### src/rtl/local_maxima_peak_reader_pkg.sv
// Shared geometry and state encoding for the local-maxima peak reader.
// The maxima engine imports the same constants so both ends agree on the
// frame size and on the width of the coordinates they exchange.
package local_maxima_peak_reader_pkg;

  // Default frame geometry.
  localparam int LM_ROWS  = 6;
  localparam int LM_COLS  = 6;

  // Pixel index / peak counter width; 2**LM_IDX_W must exceed NPIX so an
  // all-ones frame can be counted without wrapping.
  localparam int LM_IDX_W = 6;

  // Width of the 1-based row and col coordinates.
  localparam int LM_CRD_W = 3;

  // Pixels per frame and the index of the last pixel.
  localparam int NPIX     = LM_ROWS * LM_COLS;
  localparam int LAST_IDX = NPIX - 1;

  // Reader FSM states.
  typedef enum logic [2:0] {
    ST_IDLE    = 3'd0,
    ST_CAPTURE = 3'd1,
    ST_SCAN    = 3'd2,
    ST_EMIT    = 3'd3,
    ST_DONE    = 3'd4
  } lm_state_t;

endpackage

### src/rtl/local_maxima_peak_reader_coord.sv
// lm_coord_counter: 1-based row/col counter pair that walks a frame in
// row-major order. clear loads (1,1), advance steps one pixel, and last
// flags the bottom-right pixel. Reset parks both counters at 0, which is
// never a valid coordinate, until the first clear.
module lm_coord_counter
  import local_maxima_peak_reader_pkg::*;
#(
  parameter int ROWS  = LM_ROWS,
  parameter int COLS  = LM_COLS,
  parameter int CRD_W = LM_CRD_W
) (
  input  logic             clk,
  input  logic             rst,
  input  logic             clear,
  input  logic             advance,
  output logic [CRD_W-1:0] row,
  output logic [CRD_W-1:0] col,
  output logic             last
);

  localparam logic [CRD_W-1:0] ROW_MAX = CRD_W'(ROWS);
  localparam logic [CRD_W-1:0] COL_MAX = CRD_W'(COLS);
  localparam logic [CRD_W-1:0] CRD_ONE = CRD_W'(1);

  logic [CRD_W-1:0] row_q;
  logic [CRD_W-1:0] col_q;

  // Column counts 1..COLS; wrapping it moves to the next row.
  always_ff @(posedge clk) begin
    if (rst) begin
      row_q <= '0;
      col_q <= '0;
    end else if (clear) begin
      row_q <= CRD_ONE;
      col_q <= CRD_ONE;
    end else if (advance) begin
      if (col_q == COL_MAX) begin
        col_q <= CRD_ONE;
        if (row_q == ROW_MAX) begin
          row_q <= CRD_ONE;
        end else begin
          row_q <= row_q + CRD_ONE;
        end
      end else begin
        col_q <= col_q + CRD_ONE;
      end
    end
  end

  // Bottom-right pixel of the frame.
  always_comb begin
    last = (row_q == ROW_MAX) && (col_q == COL_MAX);
  end

  assign row = row_q;
  assign col = col_q;

endmodule

### src/rtl/local_maxima_peak_reader.sv
// local_maxima_peak_reader: captures one ROWS x COLS local-maxima mask
// frame (one bit per pixel, row-major), then walks it and emits the 1-based
// (row, col) of every set bit, finishing with a one-cycle done pulse and
// the number of peaks emitted.
//
// Peak handshake: peak_valid rises on entry to EMIT with peak_row/peak_col
// already registered; a transfer happens on every rising clk edge where
// peak_valid && peak_ready. While peak_ready is low, peak_valid stays high
// and the coordinate does not change; only rst can drop peak_valid without
// a transfer.
module local_maxima_peak_reader
  import local_maxima_peak_reader_pkg::*;
#(
  parameter int ROWS  = LM_ROWS,
  parameter int COLS  = LM_COLS,
  parameter int IDX_W = LM_IDX_W,
  parameter int CRD_W = LM_CRD_W
) (
  input  logic             clk,
  input  logic             rst,
  input  logic             start,
  input  logic             bit_in,
  input  logic             bit_valid,
  output logic             peak_valid,
  input  logic             peak_ready,
  output logic [CRD_W-1:0] peak_row,
  output logic [CRD_W-1:0] peak_col,
  output logic             busy,
  output logic             done,
  output logic [IDX_W-1:0] peak_count
);

  localparam int               PIX_N    = ROWS * COLS;
  localparam logic [IDX_W-1:0] PIX_LAST = IDX_W'(PIX_N - 1);
  localparam logic [IDX_W-1:0] IDX_ONE  = IDX_W'(1);

  lm_state_t        state_q;
  lm_state_t        state_d;

  logic [PIX_N-1:0] mask_q;
  logic [IDX_W-1:0] cap_idx_q;
  logic [IDX_W-1:0] scan_idx_q;
  logic [IDX_W-1:0] cnt_q;
  logic [CRD_W-1:0] peak_row_q;
  logic [CRD_W-1:0] peak_col_q;
  logic [IDX_W-1:0] peak_count_q;
  logic             done_q;

  // Strobes decoded from the FSM for the datapath and coordinate counter.
  logic             cap_we;
  logic             cap_last;
  logic             scan_hit;
  logic             scan_step;
  logic             emit_hs;
  logic             crd_clear;
  logic             crd_adv;

  logic             mask_bit;
  logic [CRD_W-1:0] crd_row;
  logic [CRD_W-1:0] crd_col;
  logic             crd_last;

  // Row/col of the pixel currently under scan, in lockstep with scan_idx.
  lm_coord_counter #(
    .ROWS  (ROWS),
    .COLS  (COLS),
    .CRD_W (CRD_W)
  ) u_coord (
    .clk     (clk),
    .rst     (rst),
    .clear   (crd_clear),
    .advance (crd_adv),
    .row     (crd_row),
    .col     (crd_col),
    .last    (crd_last)
  );

  // FSM state register.
  always_ff @(posedge clk) begin
    if (rst) begin
      state_q <= ST_IDLE;
    end else begin
      state_q <= state_d;
    end
  end

  // Next-state logic, datapath strobes and the state-decoded outputs.
  always_comb begin
    state_d    = state_q;
    cap_we     = 1'b0;
    cap_last   = 1'b0;
    scan_hit   = 1'b0;
    scan_step  = 1'b0;
    emit_hs    = 1'b0;
    crd_clear  = 1'b0;
    crd_adv    = 1'b0;
    peak_valid = 1'b0;
    busy       = 1'b1;
    mask_bit   = mask_q[scan_idx_q];

    case (state_q)
      ST_IDLE: begin
        busy = 1'b0;
        if (start) begin
          state_d = ST_CAPTURE;
        end
      end

      ST_CAPTURE: begin
        if (bit_valid) begin
          cap_we = 1'b1;
          if (cap_idx_q == PIX_LAST) begin
            cap_last  = 1'b1;
            crd_clear = 1'b1;
            state_d   = ST_SCAN;
          end
        end
      end

      ST_SCAN: begin
        if (mask_bit) begin
          scan_hit = 1'b1;
          state_d  = ST_EMIT;
        end else if (crd_last) begin
          state_d  = ST_DONE;
        end else begin
          scan_step = 1'b1;
          crd_adv   = 1'b1;
        end
      end

      ST_EMIT: begin
        peak_valid = 1'b1;
        if (peak_ready) begin
          emit_hs = 1'b1;
          if (crd_last) begin
            state_d = ST_DONE;
          end else begin
            crd_adv = 1'b1;
            state_d = ST_SCAN;
          end
        end
      end

      ST_DONE: begin
        state_d = ST_IDLE;
      end

      default: begin
        state_d = ST_IDLE;
      end
    endcase
  end

  // Mask capture, scan/emit bookkeeping and the registered result outputs.
  always_ff @(posedge clk) begin
    if (rst) begin
      mask_q       <= '0;
      cap_idx_q    <= '0;
      scan_idx_q   <= '0;
      cnt_q        <= '0;
      peak_row_q   <= '0;
      peak_col_q   <= '0;
      peak_count_q <= '0;
      done_q       <= 1'b0;
    end else begin
      done_q <= 1'b0;

      if ((state_q == ST_IDLE) && start) begin
        cap_idx_q <= '0;
        cnt_q     <= '0;
      end

      if (cap_we) begin
        mask_q[cap_idx_q] <= bit_in;
        cap_idx_q         <= cap_idx_q + IDX_ONE;
      end

      if (cap_last) begin
        scan_idx_q <= '0;
      end

      // Coordinates are latched on the SCAN cycle so they are already
      // stable when peak_valid rises in EMIT.
      if (scan_hit) begin
        peak_row_q <= crd_row;
        peak_col_q <= crd_col;
      end

      if (scan_step) begin
        scan_idx_q <= scan_idx_q + IDX_ONE;
      end

      if (emit_hs) begin
        cnt_q      <= cnt_q + IDX_ONE;
        scan_idx_q <= scan_idx_q + IDX_ONE;
      end

      // The DONE cycle publishes the count; done is seen alongside it.
      if (state_q == ST_DONE) begin
        done_q       <= 1'b1;
        peak_count_q <= cnt_q;
      end
    end
  end

  assign peak_row   = peak_row_q;
  assign peak_col   = peak_col_q;
  assign peak_count = peak_count_q;
  assign done       = done_q;

endmodule

### config.mk
export PLATFORM = sky130hd
export DESIGN_NAME = local_maxima_peak_reader
export DESIGN_NICKNAME = d
export VERILOG_FILES = /design/src/rtl/local_maxima_peak_reader_pkg.sv /design/src/rtl/local_maxima_peak_reader_coord.sv /design/src/rtl/local_maxima_peak_reader.sv
export SDC_FILE = /design/constraint.sdc
export NUM_CORES = 1
export LEC_CHECK = 0
export BUFFER_PORTS_ARGS = -buffer_cell sky130_fd_sc_hd__buf_2
export CAP_MARGIN = 20
export CELL_PAD_IN_SITES_DETAIL_PLACEMENT = 1
export CELL_PAD_IN_SITES_GLOBAL_PLACEMENT = 2
export CORE_ASPECT_RATIO = 0.9
export CORE_MARGIN = 3
export CORE_UTILIZATION = 34
export CTS_CLUSTER_SIZE = 20
export DETAILED_ROUTE_END_ITERATION = 8
export HOLD_SLACK_MARGIN = 0.05
export MAX_ROUTING_LAYER = met4
export PLACE_DENSITY = 0.84
export SLEW_MARGIN = 20
export SYNTH_ARGS = -nofsm -noshare
export SYNTH_HDL_FRONTEND = slang
export SYNTH_HIERARCHICAL = 1
export SYNTH_SLANG_ARGS = --single-unit
### constraint.sdc
create_clock -name clk -period 2.9 [get_ports clk]
set_input_delay 0.29 -clock clk [delete_from_list [all_inputs] [get_ports clk]]
set_output_delay 0.29 -clock clk [all_outputs]
set_load 0.05 [all_outputs]
Word-level counts from Yosys, hierarchy flattened
Cells that the tools add are included.
{"block": "totals", "input_bits": 6, "output_inout_bits": 15, "reg_bits": 76, "word_cells": 89}
{"block": "classes", "mux": 43, "n_reduce_logical": 13, "add_sub_neg": 5, "n_lt_le_gt_ge": 3, "n_eq_ne": 12}
{"cell": "36-bit bitwise mux", "count": 1}
{"cell": "6-bit two-way mux", "count": 6}
{"cell": "3-bit two-way mux", "count": 9}
{"cell": "1-bit two-way mux", "count": 23}
{"cell": "6-bit by 1-bit adder with 6-bit output, second input constant", "count": 3}
{"cell": "6-bit by 7-bit < comparator with 1-bit output, second input constant", "count": 2}
{"cell": "3-bit case mux with 4 select lines", "count": 1}
{"cell": "3-bit equality test, second input constant", "count": 3}
{"cell": "2-bit != test, second input constant", "count": 4}
{"cell": "2-bit nonzero test", "count": 4}
{"cell": "3-bit by 1-bit adder with 3-bit output, second input constant", "count": 2}
{"cell": "1-bit binary-select mux with 6-bit select", "count": 1}
{"cell": "1-bit demux with 6-bit select", "count": 1}
{"cell": "3-bit by 2-bit equality test with 1-bit output, second input constant", "count": 2}
{"cell": "6-bit equality test, second input constant", "count": 1}
{"cell": "6-bit by 1-bit greater-or-equal comparator with 1-bit output, second input constant", "count": 1}
{"cell": "5-bit AND reduction", "count": 1}
{"cell": "2-bit AND reduction", "count": 2}
{"cell": "3-bit by 1-bit equality test with 1-bit output, second input constant", "count": 1}
{"cell": "1-bit logical AND", "count": 3}
{"cell": "3-bit logical NOT", "count": 1}
{"cell": "3-bit != test, second input constant", "count": 1}
{"cell": "3-bit nonzero test", "count": 1}
{"cell": "1-bit case mux with 2 select lines", "count": 1}
{"cell": "2-bit OR reduction", "count": 1}

Logic depth before layout (Yosys ltp)
Gate-level depths: netlist of the first run.
{"block": "depth", "depth_word": 7, "depth_mapped": 10}

Hierarchy
Netlist of the first run, hierarchy kept.
{"module": "local_maxima_peak_reader", "n_inst": 1, "area_per_inst_um2": 3533.4, "cells_each": 412}
{"module": "lm_coord_counter", "n_inst": 1, "area_per_inst_um2": 285.3, "cells_each": 31}

Least setup slack after synthesis of the first run
Ideal clock, no wire load.
{"block": "synth_timing", "path_kind": "register to register", "start": "reg scan_idx_q[0]", "end": "reg u_coord.row_q[2], in the netlist u_coord/row[2]", "arrival_time_ps": 2749, "path_stages_with_launch": 11, "synth_period_minus_slack_ps": 2834, "setup_slack_ps": 66, "setup_time_ps": 86, "n_path_buf": 1, "cell_sequence": "dfxtp_1 buf_6 mux4_1 a22oi_1 o211ai_1 a21boi_2 mux2i_1 nor3_1 and4b_4 nand4b_1 a211oi_1"}
{"block": "synth_via", "elab_chain_len": 5}
{"element": "from (decl)", "line": "local_maxima_peak_reader.sv:42", "rtl": "logic [IDX_W-1:0] scan_idx_q;"}
{"element": "from (signal assigned)", "line": "local_maxima_peak_reader.sv:191", "rtl": "scan_idx_q <= scan_idx_q + IDX_ONE;"}
{"element": "from (signal assigned)", "line": "local_maxima_peak_reader.sv:196", "rtl": "scan_idx_q <= scan_idx_q + IDX_ONE;"}
{"element": "1-bit binary-select mux with 6-bit select", "line": "local_maxima_peak_reader.sv:99", "rtl": "mask_bit = mask_q[scan_idx_q];"}
{"element": "1-bit two-way mux (implied by the code)", "line": "local_maxima_peak_reader.sv:99"}
{"element": "1-bit two-way mux", "line": "local_maxima_peak_reader.sv:121", "rtl": "if (mask_bit) begin"}
{"element": "1-bit case mux with 2 select lines", "line": "local_maxima_peak_reader.sv:101", "rtl": "case (state_q)"}
{"element": "via crd_adv", "line": "local_maxima_peak_reader.sv:56", "rtl": "logic crd_adv;"}
{"element": "2-bit AND reduction (no source line)"}
{"element": "to (signal assigned)", "line": "local_maxima_peak_reader_coord.sv:42", "rtl": "row_q <= row_q + CRD_ONE;"}
{"element": "to (decl)", "line": "local_maxima_peak_reader_coord.sv:25", "rtl": "logic [CRD_W-1:0] row_q;"}
The timed path passes the listed nets, and every way through them passes these cells. The select of a mux whose other input is x is not followed.
A chain may end at the register's enable or synchronous reset.

Worst setup path in the final report of the first run
{"block": "layout_timing", "start": "reg scan_idx_q[1]", "end": "reg u_coord.row_q[2], in the netlist u_coord/row[2]"}
The elaborated chain is that of the path after synthesis.

==> results of run 1 <==
power groups by stage:
| stage | sequential [mW] | combinational (mW) | clock (mW) |
|---|---|---|---|
| 4_1_cts | 1.06 | 0.0876 | 1.27 |
| 6_report | 1.05 | 0.0888 | 1.25 |
| 3_5_place_dp | 1.08 | 0.0869 | 0 |
| 2_1_floorplan | 1.07 | 0.0631 | 0 |
| 3_3_place_gp | 1.08 | 0.0854 | 0 |
| 5_1_grt | 1.05 | 0.0975 | 1.31 |
state kept, by name, summed over array words and instances (netlist names):
register	cells
peak_col	3
peak_count	6
u_coord/col	3
mask_q	36
cap_idx_q	6
cnt_q	6
u_coord/row	3
peak_row	3
scan_idx_q	6
state_q	3
done	1
logic make-up after synthesis:
family | after synthesis | synth area share [%]
compound gates | 91 | 13.9
simple gates | 194 | 26.2
xor+xnor | 5 | 1.15
flops | 76 | 39.8
mux | 37 | 13.6
buf+inv | 37 | 4.39
fa+ha+maj | 3 | 0.983
worst max path at each step:
stage | end | cells past startpoint | start | slack, ns
after floorplan | u_coord/row[2] | 10 | scan_idx_q[0] | 0.07
after global placement | u_coord/row[2] | 9 | scan_idx_q[1] | 0.19
after detailed placement | u_coord/row[2] | 10 | scan_idx_q[1] | 0.03
after CTS | u_coord/row[2] | 10 | scan_idx_q[1] | 0.01
after global routing | u_coord/row[2] | 10 | scan_idx_q[1] | 0.02
final | u_coord/row[2] | 10 | scan_idx_q[1] | 0.24
per-layer routing:
layer  vias up  routed length (um)  part of all wire (%)
li1       1614                   -                     -
met1      1614                5230                    49
met2        38                4960                    47
met3        11                 307                   2.9
met4         0                 125                   1.2
met5         -                   0                     0
repair_timing:
action	4_1_cts	5_1_grt
endpoints found under the setup margin	0	6
setup buffers	0	2
resized for setup	0	4
final cells by class:
type,count,area [um2]
clock buffers,12,256
clock inverters,3,68.8
fillers,1320,6500
inverters,7,26.3
multi-input cells,330,2130
flip-flops and latches,76,1530
well taps,152,190
repair buffers,33,198
stage by stage:
| stage | hold WS [ns] | cell area (um2) | setup slack [ns] | total power, mW | instances |
|---|---|---|---|---|---|
| after CTS | 0.332 | 4380 | 0.0123 | 2.41 | 611 |
| after global placement | 0.452 | 4050 | 0.191 | 1.16 | 596 |
| final | 0.344 | 4400 | 0.241 | 2.39 | 613 |
| after floorplan | 0.359 | 3820 | 0.0657 | 1.14 | 443 |
| after detailed placement | 0.453 | 4050 | 0.0309 | 1.17 | 596 |
| after global routing | 0.373 | 4400 | 0.0151 | 2.47 | 613 |
critical path, stage by stage, from the launching register on:
cell and delay, ns:
dfxtp_4 0.38, buf_4 0.17, mux4_1 0.56, nand3_1 0.12, a41oi_2 0.17, a21boi_2 0.20
mux2i_1 0.14, nor3_2 0.23, and4b_4 0.29, nand4b_1 0.11, a211oi_1 0.20
cell usage in the layout (no fill, tap or decap), types with 2 or more instances in the layout:
cell type and count:
nor3_1 11, nand4b_1 4, nand2_1 47, buf_4 13, xor2_1 2, o22ai_1 2
nor4_1 3, ha_1 3, mux2i_1 27, a21oi_1 40, nor2b_1 6, nand3b_1 5
and2_1 6, mux4_1 9, a22oi_1 3, o31ai_1 2, buf_2 20, a211oi_1 2
dfxtp_1 74, inv_1 7, bufinv_16 2, o21ai_0 29, or3_1 2, nand4_1 11
clkbuf_8 2, and3b_1 2, and3_1 2, nor3b_1 5, or3b_2 3, xnor2_1 3
o211ai_1 2, nand3_1 16, nor2_1 57, clkbuf_16 9
==> impl_metrics.py, run 1 <==
metrics = {
    "worst_hold_path": {
        "hold-path-cell-count": 2,
        "hold_start": "rst",
        "hold_end": "mask_q[16]",
        "hp-class": "in -> reg",
    },
    "timing": {
        "fin_setup_tns_ns": 0,
        "final.period_utilization_pct": 91.7,
        "drv_slew": 0,
        "layout_min_cycle_time_ns": 2.66,
        "worst_pin_slew_ns": 0.666,
        "relSlewSlack_pct": 55.6,
        "fmax_mhz": 376,
        "hold_viol_final": 0,
        "rsz0062_at_grt": "false",
        "finClkSkew_ns": 0.00891,
        "setup_violations": 0,
    },
    "finish": {
        "areaGrowthSynthToFinish_pct": 15.2,
        "n_antenna_cell": 0,
        "drive_gt1_share_pct": 14.3,
        "num-nets-final": 466,
        "final_util_pct": 40.4,
    },
    "clocking": {
        "root_buffer": "clkbuf_16",
        "clock_path_buffers": 2,
        "path_clk_slew_ns": 0.06,
        "cts_tree": "done",
        "cts.sinks": 76,
        "clk_latency_ns": 0.34,
        "cts_made_buffers": 9,
        "htreeDepth": 3,
        "hold_buffers": 0,
    },
    "global_routing": {
        "grt.total_usage_pct": 17.8,
        "grt_pass1_wl_mm": 17.6,
        "met1_usage_pct": 23.4,
        "grt_remaining_overflow": 0,
        "grt_max_degree": 37,
        "antenna_found_initial": 0,
        "met2_usage_pct": 28.1,
        "grt_use_met3_pct": 3.67,
        "busiest_layer": "met2",
        "grt_pass1_vias": 3339,
    },
    "power": {
        "peakVddDrop_uv": 321,
        "p_sw_uw": 523,
        "p_int_mw": 1.87,
        "leakage_nw": 1.66,
        "p_comb_share_pct": 3.7,
        "seqPwrFrac_pct": 44.1,
        "powerDensity_nw_per_um2": 543,
        "power_frac_clock_pct": 52.2,
        "switching_share_pct": 21.9,
    },
    "synthesis": {
        "yosysWarnings": 6,
        "yosysTopAreaCell": "dfxtp_1",
        "seq_area_frac_synth_pct": 39.8,
        "synth.distinct_cells": 59,
        "ys_ff_latch": 76,
        "yosysMostFrequentCell": "dfxtp_1",
        "ys.flop_type": "dfxtp_1",
        "synthTopCellsByCount": "dfxtp_1 (76), nor2_1 (57), nand2_1 (47)",
        "synth_edf_count": 0,
        "synth.avg_cell_area_um2": 8.62,
        "synth_nets": 452,
        "synth.area.top_cells": "dfxtp_1 (40%), mux2i_1 (7.1%), mux4_1 (6.2%)",
        "yosys.area.top_type_share_pct": 39.8,
        "ys_async_sr_fraction_pct": 0,
        "syn_area_um2": 3820,
        "synth_cells": 443,
    },
    "floorplanning": {
        "io_pins": 21,
        "dieArea_um2": 12500,
        "core_um2": 10900,
        "start_util_pct": 35.0,
        "rows": 36,
        "die_h_um": 107,
        "die_width_um": 118,
    },
    "critical_path": {
        "critical_path_required_ns": 3.15,
        "r2r_cells": 10,
        "r2r_start": "scan_idx_q[1]",
        "cp-end-kind": "register",
        "startpoint_type": "register",
        "criticalPathCategory": "reg -> reg",
        "ff2ff_setup_slack_ns": 0.24,
        "critical_path_arrival_ns": 2.91,
        "crit_path_max_fanout": 8,
        "r2r_end": "u_coord/row[2]",
    },
    "detailed_routing": {
        "first_pass_iters": 4,
        "drtIter0Drc": 120,
        "wl_per_cell_um": 17.3,
        "num_vias": 3277,
        "drc": 0,
        "antenna_left": 0,
        "vias_per_cell": 5.35,
        "wl_mm": 10.6,
    },
    "status": {
        "status": "complete, no violations",
    },
    "placed_design": {
        "gp_congestion": 0.835,
        "io_buffers": 20,
        "dp_hpwl_mm": 7.46,
    },
    "job": {
        "maxCapViolCount": 0,
    },
}
(Power assumes the default switching activity.)
==> run 2: changes to the inputs <==
--- a/config.mk
+++ b/config.mk
@@ -16,7 +16,7 @@
 export DETAILED_ROUTE_END_ITERATION = 8
 export HOLD_SLACK_MARGIN = 0.05
 export MAX_ROUTING_LAYER = met4
-export PLACE_DENSITY = 0.84
+export PLACE_DENSITY = 0.73
 export SLEW_MARGIN = 20
 export SYNTH_ARGS = -nofsm -noshare
 export SYNTH_HDL_FRONTEND = slang
==> run 2 against run 1 <==
Effect of this change:
- maximum frequency is 0.10% higher
- cell area up 0.43%
- register-to-register slack about the same
- critical endpoint is now u_coord/row[1]
==> impl_metrics.py, run 2 (same netlist as run 1, synthesis figures left out) <==
metrics = {
    "status": {
        "status": "complete, no violations",
    },
    "global_routing": {
        "antenna_found_initial": 0,
        "grt_max_degree": 37,
        "grt_pass1_wl_mm": 17.9,
        "grt_pass1_vias": 3251,
        "grt.total_usage_pct": 18.7,
        "grt_remaining_overflow": 0,
    },
    "critical_path": {
        "critical_path_arrival_ns": 2.91,
        "crit_path_max_fanout": 10,
        "r2r_end": "u_coord/row[1]",
        "criticalPathCategory": "reg -> reg",
        "ff2ff_setup_slack_ns": 0.24,
        "r2r_start": "scan_idx_q[1]",
        "startpoint_type": "register",
        "startpoint": "scan_idx_q[1]",
        "critical_path_required_ns": 3.15,
        "r2r_cells": 10,
        "cp-end-kind": "register",
        "cp-endpoint": "u_coord/row[1]",
    },
    "finish": {
        "regMostFlops": "mask_q",
        "largest_register_ffs": 36,
        "n_antenna_cell": 0,
        "fill_cells": 1312,
        "mostFrequentLayoutCells": "dfxtp_1 (74), nor2_1 (57), nand2_1 (47), a21oi_1 (40), o21ai_0 (29)",
        "final_area_um2": 4420,
        "final_util_pct": 40.5,
        "final_common_cell": "dfxtp_1",
        "num-nets-final": 464,
        "areaGrowthSynthToFinish_pct": 15.7,
        "multi_input_area_um2": 2150,
        "drive_gt1_share_pct": 14.8,
        "seq_area_um2": 1520,
    },
    "worst_hold_path": {
        "hold-path-cell-count": 4,
        "hp-class": "in -> reg",
    },
    "timing": {
        "layout_min_cycle_time_ns": 2.66,
        "worst_pin_slew_ns": 0.795,
        "drv_slew": 0,
        "fin_setup_tns_ns": 0,
        "relSlewSlack_pct": 46.9,
        "fmax_mhz": 377,
        "setup_violations": 0,
        "hold_viol_final": 0,
        "finClkSkew_ns": 0.00548,
        "final.period_utilization_pct": 91.6,
    },
    "clocking": {
        "path_clk_slew_ns": 0.06,
        "htreeDepth": 3,
        "hold_buffers": 0,
        "cts.sinks": 76,
        "cts_made_buffers": 9,
        "clk_latency_ns": 0.35,
        "clock_path_buffers": 2,
        "root_buffer": "clkbuf_16",
        "cts_tree": "done",
    },
    "power": {
        "leakage_nw": 1.67,
        "powerDensity_nw_per_um2": 559,
        "peakVddDrop_uv": 483,
    },
    "placed_design": {
        "placed_area_um2": 4050,
        "gp_congestion": 0.780,
        "io_buffers": 20,
        "dp_hpwl_mm": 7.51,
    },
    "detailed_routing": {
        "highest_layer": "met4",
        "wl_per_cell_um": 17.5,
        "drc": 0,
        "num_vias": 3288,
        "m1WireLength_mm": 5.30,
        "wl_met2_mm": 4.81,
        "route.met3.wl_um": 412,
        "vias_per_cell": 5.37,
        "drtIter0Drc": 160,
        "antenna_left": 0,
        "first_pass_iters": 5,
        "wl_mm": 10.7,
    },
    "floorplanning": {
        "rows": 36,
        "die_width_um": 118,
        "dieArea_um2": 12500,
        "core_um2": 10900,
        "start_util_pct": 35.0,
        "die_h_um": 107,
        "io_pins": 21,
    },
    "job": {
        "maxCapViolCount": 0,
    },
}
-- run 2: critical path: stages (launching register included) --
cell and delay [ns]:
dfxtp_2 0.38, buf_6 0.16, mux4_1 0.54, nand3_1 0.11
a41oi_2 0.17, a21boi_2 0.20, mux2i_1 0.13, nor3_2 0.26
and4b_4 0.30, a21oi_1 0.09, nor4_2 0.24
-- run 2: worst min path at each step --
| stage | start | to | slack [ns] |
|---|---|---|---|
| after CTS | start | cap_idx_q[1] | 0.37 |
| final | start | cap_idx_q[1] | 0.39 |
| after floorplan | rst | u_coord/col[0] | 0.36 |
| after global routing | start | cap_idx_q[1] | 0.40 |
| after global placement | peak_col[1] | peak_col[1] | 0.46 |
| after detailed placement | peak_row[1] | peak_row[1] | 0.47 |
-- run 2: per-layer routing --
metal  up-vias  global-route usage (%)
li1       1623                       -
met1      1608                    25.2
met2        39                    26.5
met3        18                    5.27
met4         0                    7.11
met5         -                       -
-- run 2: area by class of cell --
cell class / instances / area share [%]
Clock buffer: 9 / 5.10
Inverter: 7 / 0.595
Tap cell: 152 / 4.30
Multi-Input combinational cell: 330 / 48.6
Timing Repair Buffer: 31 / 4.22
Clock inverter: 7 / 2.75
Sequential cell: 76 / 34.5
-- run 2: report_power, final --
group | switching, mW | internal, mW
clock | 0.483 | 0.847
combinational | 0.0650 | 0.0216
sequential | 0.00906 | 1.05
-- run 2: stage by stage --
step | hold slack, ns | instances | setup slack [ns] | power [mW]
floorplan | 0.359 | 443 | 0.0657 | 1.14
global placement | 0.461 | 596 | 0.216 | 1.17
detailed placement | 0.469 | 596 | 0.0738 | 1.17
CTS | 0.372 | 612 | 0.0681 | 2.51
global route | 0.395 | 612 | -0.00997 | 2.57
finish | 0.388 | 612 | 0.244 | 2.47
-- run 2: what timing repair did --
action / 4_1_cts / 5_1_grt
buffers inserted: 0 / 0
setup endpoints to repair: 0 / 5
gates resized for setup: 0 / 6
==> run 3: changes to the inputs <==
--- a/config.mk
+++ b/config.mk
@@ -17,6 +17,7 @@
 export HOLD_SLACK_MARGIN = 0.05
 export MAX_ROUTING_LAYER = met4
 export PLACE_DENSITY = 0.73
+export REMOVE_ABC_BUFFERS = 1
 export SLEW_MARGIN = 20
 export SYNTH_ARGS = -nofsm -noshare
 export SYNTH_HDL_FRONTEND = slang
==> run 3 against run 2 <==
Effect of this change:
- sequential share of layout area decreased by 0.15 points
- largest power group unchanged
- clock power fell by 8%
- non-clock buffer count increased by 5
- critical path type unchanged
- global-route usage shrank 0.98 points
- first-iteration DRC count is 4.4% higher
- register-to-register slack better by 0.05 ns
- critical path depth grew 1
- power decreased by 3.9%
- setup slack better by 0.049 ns
- sequential cell count is the same
==> impl_metrics.py, run 3 (same netlist as run 1, synthesis figures left out) <==
metrics = {
    "status": {
        "status": "complete, no violations",
    },
    "worst_hold_path": {
        "hp-class": "in -> reg",
    },
    "finish": {
        "final_common_cell": "dfxtp_1",
        "multi_input_area_um2": 2130,
        "seq_area_um2": 1520,
        "fill_cells": 1325,
        "n_antenna_cell": 0,
        "mostFrequentLayoutCells": "dfxtp_1 (76), nor2_1 (57), nand2_1 (47), a21oi_1 (40), o21ai_0 (29)",
        "regMostFlops": "mask_q",
        "final_cells": 617,
        "largest_register_ffs": 36,
        "areaGrowthSynthToFinish_pct": 16.1,
        "drive_gt1_share_pct": 14.8,
        "num-nets-final": 469,
    },
    "clocking": {
        "htreeDepth": 3,
        "path_clk_slew_ns": 0.06,
        "cts_tree": "done",
        "cts_made_buffers": 9,
        "cts_setup_buffers": 0,
        "root_buffer": "clkbuf_16",
        "cts.sinks": 76,
        "clk_latency_ns": 0.34,
        "clock_path_buffers": 2,
    },
    "global_routing": {
        "antenna_found_initial": 0,
        "grt_pass1_wl_mm": 17.4,
        "grt_pass1_vias": 3381,
        "grt_max_degree": 52,
        "grt.total_usage_pct": 17.7,
        "grt_remaining_overflow": 0,
    },
    "critical_path": {
        "crit_path_max_fanout": 7,
        "startpoint": "scan_idx_q[1]",
        "cp-end-kind": "register",
        "cp-endpoint": "u_coord/row[2]",
        "ff2ff_setup_slack_ns": 0.29,
        "r2r_start": "scan_idx_q[1]",
        "criticalPathCategory": "reg -> reg",
        "critical_path_arrival_ns": 2.81,
        "r2r_cells": 11,
        "startpoint_type": "register",
        "critical_path_required_ns": 3.10,
        "r2r_end": "u_coord/row[2]",
    },
    "timing": {
        "worst_pin_slew_ns": 0.742,
        "layout_min_cycle_time_ns": 2.61,
        "hold_viol_final": 0,
        "rsz0062_at_grt": "false",
        "relSlewSlack_pct": 50.4,
        "fin_setup_tns_ns": 0,
        "drv_slew": 0,
        "fmax_mhz": 384,
        "setup_violations": 0,
        "final.period_utilization_pct": 89.9,
        "fin_ws_ns": 0.293,
        "finClkSkew_ns": 0.00765,
        "hold_ws_ns": 0.393,
    },
    "floorplanning": {
        "core_um2": 10900,
        "start_util_pct": 35.0,
        "rows": 36,
        "dieArea_um2": 12500,
        "die_width_um": 118,
        "die_h_um": 107,
        "io_pins": 21,
    },
    "placed_design": {
        "dp_hpwl_mm": 7.30,
        "dp.cells": 601,
        "post-place-ws_ns": 0.219,
        "gp_congestion": 0.781,
        "io_buffers": 20,
    },
    "detailed_routing": {
        "first_pass_iters": 4,
        "vias_per_cell": 5.36,
        "num_vias": 3308,
        "wl_mm": 10.4,
        "drtIter0Drc": 167,
        "drc": 0,
        "wl_per_cell_um": 16.8,
        "antenna_left": 0,
    },
    "job": {
        "maxCapViolCount": 0,
    },
    "power": {
        "leakage_nw": 1.67,
        "powerDensity_nw_per_um2": 536,
        "peakVddDrop_uv": 424,
    },
}
## run 3: cell count changes in the layout (fill, tap and decap cells not counted), moves of 2 or more
cell	previous run	this run
dfxtp_1	74	76
inv_6	2	0
clkinvlp_4	0	3
buf_4	10	15
dfxtp_2	2	0
## run 3: cell type report
class / instances / area share, %
Clock buffer: 10 / 5.39
Clock inverter: 6 / 1.98
Inverter: 7 / 0.593
Multi-Input combinational cell: 330 / 48.2
Sequential cell: 76 / 34.3
Tap cell: 152 / 4.29
Timing Repair Buffer: 36 / 5.25
## run 3: timing repair
item / CTS / global route
resized for setup: 0 / 1
endpoints found under the setup margin: 0 / 3
hold buffers: 0 / 0
## run 3: routing by layer
metal / vias to the layer above / wire (um) / share of wire (%) / global-route usage, %
met5: - / 0 / 0 / -
li1: 1632 / - / - / -
met2: 44 / 4920 / 48 / 28.4
met4: 0 / 82 / 0.79 / 5.61
met3: 7 / 369 / 3.6 / 4.26
met1: 1625 / 4980 / 48 / 22.2
## run 3: worst min path at each step
stage | startpoint | endpoint | slack (ns) | cells after the start
global placement | mask_q[33] | mask_q[33] | 0.45 | 2
finish | start | cnt_q[0] | 0.39 | 3
global route | start | cnt_q[0] | 0.41 | 3
detailed placement | mask_q[34] | mask_q[34] | 0.46 | 2
floorplan | rst | cap_idx_q[1] | 0.36 | 1
CTS | start | cap_idx_q[1] | 0.38 | 4
## run 3: critical path: stages (launching register included)
cell and delay (ns):
dfxtp_1 0.39, buf_4 0.18, mux4_1 0.55, nand3_1 0.12, a41oi_2 0.18, a21boi_2 0.21, mux2i_1 0.14, nor3_2 0.16
buf_4 0.17, nand4b_1 0.12, o21ai_0 0.17, a211oi_1 0.09
## run 3: stage by stage
stage	total power, mW	util (%)	cell area, um2
floorplan	1.12	-	3680
global placement	1.17	37.6	4100
detailed placement	1.17	37.6	4100
CTS	2.42	40.6	4430
global route	2.47	40.7	4430
finish	2.38	40.7	4430
## run 3: where the power goes
part           switching (mW)  internal, mW
clock network           0.454         0.775
registers             0.00474          1.05
logic                  0.0701        0.0248
total                   0.529          1.85
